**config.mk**
```make
export PLATFORM = sky130hd
export DESIGN_NAME = seq_shifter
export DESIGN_NICKNAME = d
export VERILOG_FILES = /design/src/rtl/seq_shifter_pkg.sv /design/src/rtl/shift_step.sv /design/src/rtl/seq_shifter.sv
export SDC_FILE = /design/constraint.sdc
export NUM_CORES = 1
export LEC_CHECK = 0
export BUFFER_PORTS_ARGS = -buffer_cell sky130_fd_sc_hd__buf_2
export CAP_MARGIN = 20
export CORE_ASPECT_RATIO = 1.25
export CORE_MARGIN = 8
export CORE_UTILIZATION = 60
export DETAILED_ROUTE_END_ITERATION = 8
export PLACE_DENSITY = 0.92
export SETUP_SLACK_MARGIN = 0.05
export SLEW_MARGIN = 20
export SYNTH_ARGS = -nofsm -noshare
export SYNTH_HDL_FRONTEND = slang
export SYNTH_SLANG_ARGS = --single-unit
```
**constraint.sdc**
```tcl
create_clock -name clk -period 3.8 [get_ports clk]
set_input_delay 0 -clock clk [delete_from_list [all_inputs] [get_ports clk]]
set_output_delay 0 -clock clk [all_outputs]
set_load 0.1 [all_outputs]
```
**src/rtl/seq_shifter_pkg.sv**
```systemverilog
// Shared constants for the multi-cycle shifter: mode codes and FSM state encoding.
package seq_shifter_pkg;

    localparam logic [2:0] SH_PASS = 3'b000;
    localparam logic [2:0] SH_LSL  = 3'b001;
    localparam logic [2:0] SH_LSR  = 3'b010;
    localparam logic [2:0] SH_ASR  = 3'b011;
    localparam logic [2:0] SH_ROL  = 3'b100;
    localparam logic [2:0] SH_ROR  = 3'b101;

    typedef enum logic [1:0] {
        IDLE  = 2'b00,
        SHIFT = 2'b01,
        DONE  = 2'b10
    } state_t;

    // Codes 110/111 fall through to pass, so only LSL..ROR need the SHIFT state.
    function automatic logic is_shift_mode(input logic [2:0] m);
        return (m >= SH_LSL) && (m <= SH_ROR);
    endfunction

endpackage

```
**src/rtl/shift_step.sv**
```systemverilog
// Combinational single-step shifter: moves a WIDTH-bit value by 0..STEP positions.
module shift_step
    import seq_shifter_pkg::*;
#(
    parameter int WIDTH = 16,
    parameter int STEP  = 1,
    parameter int SW    = $clog2(STEP + 1)
) (
    input  logic [WIDTH-1:0] val_i,
    input  logic [2:0]       mode_i,
    input  logic [SW-1:0]    n_i,
    input  logic             fill_i,
    output logic [WIDTH-1:0] res_o
);

    logic [2*WIDTH-1:0] dbl_l;
    logic [2*WIDTH-1:0] dbl_r;
    logic [WIDTH-1:0]   fill_mask;

    // Rotates come from shifting a doubled copy and taking the wrapped half.
    assign dbl_l     = {val_i, val_i} << n_i;
    assign dbl_r     = {val_i, val_i} >> n_i;
    assign fill_mask = ~({WIDTH{1'b1}} >> n_i);

    always_comb begin
        res_o = val_i;
        case (mode_i)
            SH_LSL:  res_o = val_i << n_i;
            SH_LSR:  res_o = val_i >> n_i;
            SH_ASR:  res_o = (val_i >> n_i) | (fill_i ? fill_mask : '0);
            SH_ROL:  res_o = dbl_l[2*WIDTH-1:WIDTH];
            SH_ROR:  res_o = dbl_r[WIDTH-1:0];
            default: res_o = val_i;
        endcase
    end

endmodule

```
**src/rtl/seq_shifter.sv**
```systemverilog
// Multi-cycle shifter with valid/ready handshake; shifts up to STEP positions per clock.
module seq_shifter
    import seq_shifter_pkg::*;
#(
    parameter int WIDTH = 16,
    parameter int STEP  = 1,
    parameter int AMT_W = $clog2(WIDTH)
) (
    input  logic             clk,
    input  logic             reset,
    input  logic             in_valid,
    output logic             in_ready,
    input  logic [WIDTH-1:0] din,
    input  logic [2:0]       mode,
    input  logic [AMT_W-1:0] amt,
    output logic             out_valid,
    input  logic             out_ready,
    output logic [WIDTH-1:0] dout,
    output logic             busy
);

    localparam int SW = $clog2(STEP + 1);

    state_t           state_q, state_d;
    logic [WIDTH-1:0] work_q, work_d;
    logic [WIDTH-1:0] dout_q, dout_d;
    logic [AMT_W-1:0] count_q, count_d;
    logic [2:0]       mode_q, mode_d;
    logic             fill_q, fill_d;
    logic [SW-1:0]    step_n;
    logic [WIDTH-1:0] step_res;

    // Final step takes only what is left of the count.
    assign step_n = (int'(count_q) < STEP) ? SW'(count_q) : SW'(STEP);

    shift_step #(.WIDTH(WIDTH), .STEP(STEP), .SW(SW)) u_step (
        .val_i  (work_q),
        .mode_i (mode_q),
        .n_i    (step_n),
        .fill_i (fill_q),
        .res_o  (step_res)
    );

    always_comb begin
        state_d = state_q;
        work_d  = work_q;
        dout_d  = dout_q;
        count_d = count_q;
        mode_d  = mode_q;
        fill_d  = fill_q;
        case (state_q)
            IDLE: begin
                if (in_valid) begin
                    work_d  = din;
                    mode_d  = mode;
                    fill_d  = din[WIDTH-1];
                    count_d = amt;
                    if (amt == '0 || !is_shift_mode(mode)) begin
                        dout_d  = din;
                        state_d = DONE;
                    end else begin
                        state_d = SHIFT;
                    end
                end
            end
            SHIFT: begin
                work_d  = step_res;
                count_d = count_q - AMT_W'(step_n);
                if (count_q == AMT_W'(step_n)) begin
                    dout_d  = step_res;
                    state_d = DONE;
                end
            end
            DONE: begin
                if (out_ready) state_d = IDLE;
            end
            default: state_d = IDLE;
        endcase
    end

    always_ff @(posedge clk or posedge reset) begin
        if (reset) begin
            state_q <= IDLE;
            work_q  <= '0;
            dout_q  <= '0;
            count_q <= '0;
            mode_q  <= SH_PASS;
            fill_q  <= 1'b0;
        end else begin
            state_q <= state_d;
            work_q  <= work_d;
            dout_q  <= dout_d;
            count_q <= count_d;
            mode_q  <= mode_d;
            fill_q  <= fill_d;
        end
    end

    assign in_ready  = (state_q == IDLE);
    assign out_valid = (state_q == DONE);
    assign busy      = (state_q != IDLE);
    assign dout      = dout_q;

endmodule

```
### Word-level counts from Yosys, hierarchy flattened

Index checks and enable logic that the tools add are counted.

* logic and storage cells: 56
* memories kept: 0
* bits in latches: 0
* register bits after elaboration: 42
* input bits: 27
* bits in read-only memories: 0
* bits in writable memories: 0
* output and inout port bits: 19

* div/mod/pow operators: 0
* equal/unequal tests: 12
* muxes and demuxes: 16
* shift operators: 5
* add/subtract/negate cells: 1
* order comparisons: 3
* $mul: 0
* reductions and logical operators: 11
* bitwise operators: 2

Operators with widths (count)
* 16-bit two-way mux: 5
* 16-bit one-hot mux with 5 select lines: 1
* 16-bit one-hot mux with 2 select lines: 2
* 32-bit by 1-bit << shifter with 32-bit output: 1
* 32-bit by 1-bit >> shifter with 16-bit output: 1
* 16-bit inverter: 1
* 16-bit OR: 1
* 16-bit by 1-bit << shifter with 16-bit output: 1
* 16-bit by 1-bit >> shifter with 16-bit output: 1
* 16-bit by 1-bit >> shifter with 16-bit output, first input constant: 1
* 2-bit two-way mux: 4
* 4-bit one-hot mux with 2 select lines: 1
* 3-bit by 2-bit == test with 1-bit output, second input constant: 2
* 3-bit == test, second input constant: 2
* 2-bit one-hot mux with 3 select lines: 1
* 4-bit by 1-bit == test with 1-bit output: 1
* 4-bit logical NOT: 1
* 4-bit by 1-bit less-than comparator with 1-bit output, second input constant: 1
* 4-bit two-way mux: 1
* 2-bit by 1-bit inequality test with 1-bit output, second input constant: 2
* 2-bit inequality test, second input constant: 2
* 2-bit AND reduction: 2
* 4-bit AND reduction: 1
* 2-bit nonzero test: 2
* 12 further kinds: 12

### Logic depth before layout (Yosys ltp)

* depth after elaboration: 9
* gate-level depth with buffers: 7
* depth with buffers taken out: 6

### Cells and area by module

From an unflattened synthesis, not the netlist that was laid out.

* cell total of the unflattened synthesis: 289
* area total of the unflattened synthesis: 2758.9 um^2

By module, submodules not included
* seq_shifter: seq. area each 1051.0 um^2, instances 1, cells each 169, area an instance 1943.1 um^2
* shift_step: seq. area each 0.0 um^2, instances 1, cells each 120, area an instance 815.8 um^2

### Worst setup path after synthesis

No wires, ideal clock.

* path type: register -> output
* from: register state_q[0]
* to: output busy
* path buffers: 1
* slack: 0.955 ns
* arrival: 2.845 ns
* stages on the path, launching flop included: 4
* required time: 3.800 ns
* cell sequence: dfrtp_1 > clkbuf_1 > nor2_1 > inv_1

* longest elaborated chain between the ends: 1

Ends and longest elaborated chain
* start, declared: line seq_shifter.sv:24 `state_t state_q, state_d;`
* start signal, assigned: line seq_shifter.sv:90 `state_q <= state_d;`
* 2-bit nonzero test: line seq_shifter.sv:101 `assign busy = (state_q != IDLE);`
* end, declared: line seq_shifter.sv:19 `output logic busy`

Every way passes these cells.

### Final worst setup path

* from: register state_q[0]
* to: register work_q[5]

* longest elaborated chain between the ends: 3
* elaborated cells between the ends (all ways): 6
* those cells by class: eq/ne: 2; mux: 1; reduce/logical: 3

Ends and longest elaborated chain
* 2-bit by 1-bit == test with 1-bit output / 2-bit logical NOT (equally long branches): line seq_shifter.sv:51 `case (state_q)`
* 2-bit nonzero test (no line) / 2-bit inequality test (equally long branches)
* 2-bit AND reduction (no line)
* end signal, assigned: line seq_shifter.sv:91 `work_q <= work_d;`
* end, declared: line seq_shifter.sv:25 `logic [WIDTH-1:0] work_q, work_d;`

Parallel ways exist; a longest one is shown, timed or not.
A chain may end at the register's enable or synchronous reset.

==> impl_metrics.tcl <==
set metrics [dict create \
    status "finished clean" \
    crit_start "state_q[0]" \
    slowest_delay_ps 840 \
    die_w_um 74.08 \
    grt_setup_unrepaired "false" \
    layout_common_cells "buf_2 (45), dfrtp_1 (42), nand2_1 (28)" \
    htreeDepth 2 \
    cts_tree "done" \
    final_cell_count_no_fill 397 \
    cts_resized 0 \
    syn_nets 315 \
    grt-ovfl-total 0 \
    ys_types 46 \
    worstHoldStart "din[4]" \
    synth_top_area_cell "dfrtp_1" \
    critPathCaptureType "flip-flop" \
    grt_pass1_vias 2396 \
    setup_tns_ps 0 \
    synth_ff_type "dfrtp_1" \
    timing.rr.end "work_q[5]" \
    synthCells 287 \
    fmax_ghz 0.4171 \
    fin_crit_ps 2397 \
    drtPass1Iterations 7 \
    die_y_um 88.60 \
    clkSlewWorstSetupHoldPaths_ps 80 \
    arrival_ps 2580 \
    clock_latency_ps 310 \
    n_fill_cell 300 \
    skew_ps 9.631 \
    tightest_slew_ps 1040 \
    syn_area_per_cell_sq_um 8.815 \
    min_to "work_q[4]" \
    cts.root.buffer_cell "clkbuf_8" \
    dp_hpwl_um 4350 \
    port_buffers 45 \
    slew_headroom_pct 30.69 \
    hold_class "primary input to flip-flop" \
    clkSinkCount 42 \
    reg2reg_depth 4 \
    wirelength_um 6812 \
    vias 2435 \
    grt.total_usage_pct 22.58 \
    areaGrowthSynthToFinish_pct 20.62 \
    grt_antenna_before_repair 0 \
    fin_crit_sh_pct 63.09 \
    drc_errors 0 \
    synth_area_leaders "dfrtp_1 (42%), mux2i_1 (7.1%), o211ai_1 (5.3%)" \
    r2r_slack_ps 1400 \
    yosysWarningCount 0 \
    numCtsBuffers 5 \
    die_area_sq_um 6563 \
    yosysSeqAreaShare_pct 41.54 \
    final_common_cell "buf_2" \
    initial_utilization_pct 62.22 \
    synth_seq_cells 42 \
    num_antenna_cells 0 \
    crit_chain "nand2b_1 > nand2_1 > o21ai_0 > a222oi_1" \
    critPathBufInv 0 \
    post_drt_wl_per_cell_um 17.16 \
    path_max_fanout 23 \
    dp.cells 368 \
    critical_path.slowest_cell "dfrtp_1" \
    report.final.slew_viol_count 0 \
    grt_start_max_net_pins 43 \
    routabilityCongestion 0.9060 \
    cap_violations 0 \
    finalSetupViolCount 0 \
    async_reset_ff_share_pct 100.0 \
    synth_area_sq_um 2530 \
    synth_edf_count 0 \
    vias_per_cell 6.134 \
    grt_pass1_wl_um 11500 \
    path_class "flip-flop to flip-flop" \
    hold_viol 0 \
    nNetsFinal 368 \
    holdPathStages 3 \
    cp-start-kind "flip-flop" \
    first_iter_violations 238 \
    drtAntennaViolNets 0 \
    core_sq_um 4066 \
    final_layout_size_suffix_gt1_share_pct 18.18 \
    crit_family "flip-flops" \
    synth_top_area_share_pct 41.54 \
    pin_count 46 \
    r2r-start "state_q[0]" \
    rows 26 \
    clockBufferDepth 2 \
    crit_required_ps 3980 \
]
-- cells in the mapped netlist (all sizes together), types with 2 or more instances --
master / instances
nor2: 23
a31oi: 12
inv: 13
and2: 2
xor2: 2
o22ai: 2
a21oi: 10
a211oi: 5
o22a: 3
nand3: 4
dfrtp: 42
clkbuf: 14
o211ai: 18
nand2: 28
nor3: 7
nor2b: 2
nand2b: 17
a22oi: 3
mux2i: 18
o21ai: 24
a32oi: 8
buf: 10
a222oi: 3
-- routing by layer --
| layer | share of wire, % | wire length [um] | track usage [%] | up-vias |
|---|---|---|---|---|
| li1 | - | - | - | 1161 |
| met1 | 40 | 2714 | 26.12 | 1132 |
| met2 | 50 | 3394 | 36.62 | 111 |
| met3 | 6.3 | 432 | 4.535 | 31 |
| met4 | 4.0 | 270 | 15.12 | 0 |
| met5 | 0 | 0 | 0 | - |
-- registers in the layout, indices dropped and copies added (netlist names) --
signal   flops
fill_q       1
state_q      2
dout        16
count_q      4
work_q      16
mode_q       3
-- worst max path at each step --
stage / to / cells past startpoint
final: work_q[5] / 4
after detailed placement: work_q[5] / 4
after global routing: work_q[5] / 4
after CTS: work_q[5] / 4
after floorplan: busy / 3
after global placement: work_q[7] / 4
-- final cells by class --
class | count | area (sq um) | share of cell area [%]
Clock buffer | 7 | 86.33 | 2.829
Clock inverter | 1 | 5.005 | 0.1640
Inverter | 13 | 48.80 | 1.599
Multi-Input combinational cell | 208 | 1325 | 43.42
Sequential cell | 42 | 1051 | 34.44
Tap cell | 56 | 70.07 | 2.296
Timing Repair Buffer | 70 | 465.4 | 15.25
-- metrics by stage --
stage | util, % | area [sq um] | worst slack (ps) | hold slack, ps
floorplan | - | 2530 | 954.5 | 105.4
global placement | 67.63 | 2750 | 1640 | 148.6
detailed placement | 67.63 | 2750 | 1559 | 162.1
CTS | 75.05 | 3052 | 1529 | 0.07014
global route | 75.05 | 3052 | 1282 | 9.261
finish | 75.05 | 3052 | 1403 | 7.999
-- tightest hold or removal path, delay by kind of cell --
family | cells | cell delay, ps
buffers and inverters | 2 | 170
AO/OA/AOI/OAI | 1 | 90
-- repair_timing --
action,4_1_cts,5_1_grt
buffers inserted,0,0
hold buffers,21,0
endpoints found under the hold margin,65,0
-- kinds of logic (layout without fill, tap and decap cells) --
kind of cell / Yosys count / count (layout) / share of synthesized area (%)
AOI/OAI and AO/OA: 99 / 99 / 26.90
and+or+nand+nor: 87 / 87 / 16.62
DFF: 42 / 42 / 41.54
buffers and inverters: 37 / 91 / 6.281
muxes: 18 / 18 / 7.122
xor gates and xnor gates: 3 / 3 / 1.039
adders and majority gates: 1 / 1 / 0.4945
Power is not shown: default switching activity piles up to over one toggle a cycle in this logic, so the estimate is an artifact.
